==> config.mk <==
export PLATFORM = sky130hd
export DESIGN_NAME = fibo_sequencer
export DESIGN_NICKNAME = d
export VERILOG_FILES = /design/src/rtl/fibo_pkg.sv /design/src/rtl/fibo_sequencer.sv
export SDC_FILE = /design/constraint.sdc
export NUM_CORES = 1
export LEC_CHECK = 0
export BUFFER_PORTS_ARGS = -buffer_cell sky130_fd_sc_hd__buf_2
export CORE_MARGIN = 10
export CORE_UTILIZATION = 53
export CTS_BUF_LIST = sky130_fd_sc_hd__clkbuf_16
export CTS_CLUSTER_DIAMETER = 120
export DETAILED_ROUTE_END_ITERATION = 12
export PLACE_DENSITY_LB_ADDON = 0.2
export RECOVER_POWER = 50
export SYNTH_ARGS = -nofsm -noshare
export SYNTH_HDL_FRONTEND = slang
export SYNTH_SLANG_ARGS = --single-unit
export TNS_END_PERCENT = 20
==> constraint.sdc <==
create_clock -name CLK -period 5.9 [get_ports CLK]
set_clock_uncertainty 0.15 [all_clocks]
set_input_delay 0.295 -clock CLK [delete_from_list [all_inputs] [get_ports CLK]]
set_output_delay 0.295 -clock CLK [all_outputs]
set_load 0.02 [all_outputs]
==> src/rtl/fibo_pkg.sv <==
// Shared types and default widths for the fibo datapath (sequencer + Adder).
package fibo_pkg;

  localparam int FIBO_BITS = 32;
  localparam int FIBO_CNTW = 8;

  typedef enum logic [2:0] {
    S_IDLE  = 3'd0,
    S_DRAIN = 3'd1,
    S_ISSUE = 3'd2,
    S_WAIT  = 3'd3,
    S_DONE  = 3'd4
  } fibo_state_t;

endpackage

==> src/rtl/fibo_sequencer.sv <==
// Fibonacci controller that sequences one shared two-operand Adder through IEA/IEB/OE.
// Optional sticky wrap flag OVF is built only when FIBO_OVF_EN is defined.
module fibo_sequencer
  import fibo_pkg::*;
#(
  parameter int BITS = FIBO_BITS,
  parameter int CNTW = FIBO_CNTW
) (
  input  logic            CLK,
  input  logic            RST,
  input  logic            START,
  input  logic [CNTW-1:0] N,
  output logic            BUSY,
  output logic            DONE,
  output logic [BITS-1:0] FIB,
  output logic            FIB_VALID,
  output logic [BITS-1:0] ADD_A,
  output logic [BITS-1:0] ADD_B,
  output logic            ADD_IEA,
  output logic            ADD_IEB,
  input  logic [BITS-1:0] ADD_Y,
  input  logic            ADD_OE,
`ifdef FIBO_OVF_EN
  output logic            OVF,
`endif
  output logic [2:0]      STATE
);

  // Adder handshake: operands are taken when IEA=IEB=1 for one cycle (ISSUE only);
  // the sum is valid while ADD_OE=1, and OE clears a cycle after it is seen with the
  // enables low. DRAIN waits for OE=0 so a stale result is never consumed in WAIT.

  fibo_state_t     state_q, state_d;
  logic [BITS-1:0] prev_q, cur_q, fib_q;
  logic [CNTW-1:0] k_q, n_q;
  logic [CNTW-1:0] k_next;
  logic            accept;
  logic            capture;

  assign k_next  = k_q + CNTW'(1);
  assign accept  = (state_q == S_IDLE) && START;
  assign capture = (state_q == S_WAIT) && ADD_OE;

  always_ff @(posedge CLK) begin
    if (RST) state_q <= S_IDLE;
    else     state_q <= state_d;
  end

  always_comb begin
    state_d = state_q;
    case (state_q)
      S_IDLE: begin
        if (START) state_d = (N < CNTW'(2)) ? S_DONE : S_DRAIN;
      end
      S_DRAIN: begin
        if (!ADD_OE) state_d = S_ISSUE;
      end
      S_ISSUE: state_d = S_WAIT;
      S_WAIT: begin
        if (ADD_OE) state_d = (k_next == n_q) ? S_DONE : S_DRAIN;
      end
      S_DONE:  state_d = S_IDLE;
      default: state_d = S_IDLE;
    endcase
  end

  always_comb begin
    BUSY      = (state_q != S_IDLE);
    DONE      = (state_q == S_DONE);
    ADD_IEA   = (state_q == S_ISSUE);
    ADD_IEB   = (state_q == S_ISSUE);
    FIB_VALID = capture;
    ADD_A     = prev_q;
    ADD_B     = cur_q;
    FIB       = fib_q;
    STATE     = state_q;
  end

  // cur resets to 0 so ADD_B idles at 0; the F(1)=1 seed is loaded on START.
  always_ff @(posedge CLK) begin
    if (RST) begin
      prev_q <= '0;
      cur_q  <= '0;
      fib_q  <= '0;
      k_q    <= '0;
      n_q    <= '0;
    end else if (accept) begin
      n_q    <= N;
      prev_q <= '0;
      cur_q  <= BITS'(1);
      k_q    <= CNTW'(1);
      fib_q  <= (N == CNTW'(1)) ? BITS'(1) : '0;
    end else if (capture) begin
      prev_q <= cur_q;
      cur_q  <= ADD_Y;
      fib_q  <= ADD_Y;
      k_q    <= k_next;
    end
  end

`ifdef FIBO_OVF_EN
  logic ovf_q;

  // A sum smaller than its larger operand means the adder wrapped.
  always_ff @(posedge CLK) begin
    if (RST || accept)              ovf_q <= 1'b0;
    else if (capture && ADD_Y < cur_q) ovf_q <= 1'b1;
  end

  assign OVF = ovf_q;
`endif

endmodule

==> run summary <==
Die X = 109 um
HPWL Detailed = 7.69 mm
Pre-Repair DR Iteration Count = 5
Root Buffer = clkbuf_16
Flop pwr share = 40.9%
worst stage delay on the critical path = 0.91 ns
routed vias = 4062
Post-synth EDFFs = 0
DP Worst Slack = 3.42 ns
WL final = 11.7 mm
combinational power share = 7.0%
Pint = 1.50 mW
Setup Fix Bufs, Post-CTS = 0
CTS tree = yes
Final ANT Viol Nets = 0
Worst EP arrival = 2.45 ns
global placement routability congestion = 0.737
sequential fraction of the synthesis area = 54.2%
Clock Path Buffers = 2
crit path max fanout = 71
R2R Setup Slk = 3.37 ns
largest net degree at the start of global routing = 102
setup slack after layout = 3.00 ns
Initial DRC Count = 260
GRT overflow = 0
crit-path cells = and2b_1 -> nand3_4 -> inv_2 -> buf_2
hold slack = 0.00942 ns
Die ar. = 12000 um2
P_leak = 1.95 nW
Syn Area/Cell = 8.13 um2
Rel. slew slack = 17.1%
layout cells sized above 1 = 13.1%
Post-synth top flop = dfxtp_1
Final Core Density = 72.1%
hold crit path type = in -> reg
mapped cell area = 4240 um2
Peak VDD IR = 0.235 mV
Max-cap violations = 0
Core Rows = 32
gr usage total = 19.4%
drt drc = 0
Layout Area Growth over Synthesis = 32.0%
PortBufs = 147
I/O pins = 148
clock sinks = 115
Worst-Skew Late Latency = 0.41 ns
Die Height = 109 um
CORE AREA = 7770 um2
fraction of registers with async set/reset = 0%
pwr dens = 354 nW/um2
Syn Inst Count = 522
first-pass GRT wire length = 18.6 mm
fmax = 345 MHz
vias in the first global route = 3892
CP Data Required Time = 5.45 ns
clk slew on worst S/H paths = 0.06 ns
Final Critical Period = 2.90 ns
Sw Share = 24.1%
Slowest cell on crit path = inv_2
initial antenna violation count = 1
total CTS buffers = 17
RSZ-0062 raised after global routing = no
DR vias/cell = 5.19
Final TNS setup = 0 ns
worst slew pin tran = 1.24 ns
CP Capture Type = primary output
NetSw = 0.478 mW
CP Launch Type = flip-flop
WL/cell = 15.0 um
clock share of power = 52.1%
Synth Net Count = 567
Netlist cell types = 41
Slew Limit Fails = 0
Finish-stage setup viols = 0
Nets = 712
Starting Density = 54.6%
H-tree depth = 4
part of the cycle the worst path needs = 49.1%
Final Hold Fails = 0
outcome = finished, final reports clean
worst setup path class = reg -> out
Synth Warn # = 0
FF+latch count, synth = 115
==> path summary, 6_finish.rpt <==
path | from | endpoint | depth (start not counted)
setup / recovery | STATE[1] | FIB_VALID | 4
hold / removal | ADD_Y[18] | ADD_B[18] | 3
hold reg to reg | ADD_A[10] | ADD_A[10] | 2
setup reg to reg | STATE[1] | k_q[4] | 6
==> stage by stage <==
stage | power (mW) | instance area, um2 | cells
2_1_floorplan | 0.914 | 4240 | 522
3_3_place_gp | 0.957 | 4960 | 734
3_5_place_dp | 0.960 | 4960 | 734
4_1_cts | 2.00 | 5710 | 781
5_1_grt | 2.05 | 5600 | 783
6_report | 1.98 | 5600 | 783
==> state kept, by name, indices dropped and copies added (netlist names) <==
| signal | flops |
|---|---|
| ADD_A | 32 |
| n_q | 8 |
| ADD_B | 32 |
| k_q | 8 |
| FIB | 32 |
| STATE | 3 |
==> per-layer routing <==
layer | GRT usage, % | wire [um] | vias up
met1 | 21.2 | 4570 | 1876
li1 | - | - | 2028
met4 | 7.34 | 243 | 0
met2 | 30.6 | 5630 | 136
met3 | 11.4 | 1300 | 22
met5 | 0 | 0 | -
==> cells in the mapped netlist (2+ instances only) <==
cell type  instances  area share, %
a211oi_1           2           0.35
a211oi_2           2           0.59
a21oi_1          110             13
a31oi_1            4           0.59
buf_2              6           0.71
buf_4              2           0.35
buf_6              2           0.53
clkbuf_1          26            2.3
dfxtp_1          115             54
nand2_1          185             16
nand2b_1           3           0.44
nand3_1            5           0.59
nand4_1            2           0.29
nor2_1            10           0.88
nor2b_1            2           0.29
nor3_1             3           0.35
nor3b_1            2           0.35
o21ai_0            4           0.47
o221ai_1           2           0.41
or3_1              2           0.29
xnor2_1            5            1.0
xor2_1             9            1.9
==> cell usage in the layout, fill, tap and decap left out, types with 2 or more instances in the layout <==
cell type      instances
nor2_1                10
nand2_1              185
clkinvlp_4             6
nand4_1                2
nor3_1                 3
inv_6                  3
a21oi_1              110
clkbuf_1             100
bufinv_16              3
nand2b_1               2
a211oi_1               2
nor2b_1                2
buf_2                 47
o221ai_1               2
dfxtp_1              115
clkbuf_16             17
xor2_1                 9
nor3b_1                2
a211oi_2               2
xnor2_1                5
or3_1                  2
a31oi_1                4
dlygate4sd3_1         16
o21ai_0                4
nand3_1                4
==> worst max-delay path, delay by kind of cell (launching register included) <==
| family | cells | cell delay [ns] |
|---|---|---|
| buf+inv | 2 | 1.24 |
| flops | 1 | 0.46 |
| simple gates | 2 | 0.33 |
==> layout make-up <==
cell class	instances	area, um2
tap	102	128
clock inverter	15	179
clock buffer	17	425
antenna	1	2.50
sequential	115	2300
multi-input combinational	367	1780
timing repair buffer	164	778
fill	671	2170
inverter	2	7.51
==> cell families after synthesis <==
group / count (synthesis) / share of synthesized area [%]
simple gates: 224 / 22.0
compound gates: 128 / 16.2
flops: 115 / 54.2
buf+inv: 40 / 4.33
xor+xnor: 14 / 2.89
fa+ha+maj: 1 / 0.295
==> power groups by stage <==
stage | registers, mW | clock network, mW | logic, mW
2_1_floorplan | 0.832 | 0 | 0.0825
3_3_place_gp | 0.825 | 0 | 0.132
3_5_place_dp | 0.827 | 0 | 0.134
4_1_cts | 0.810 | 1.04 | 0.142
5_1_grt | 0.813 | 1.08 | 0.155
6_report | 0.810 | 1.03 | 0.139
==> what timing repair did <==
item / CTS / global route
resized for setup: 0 / 0
hold buffers: 15 / 1
endpoints found under the setup margin: 0 / 0
endpoints found under the hold margin: 22 / 2
(Power assumes the default switching activity.)
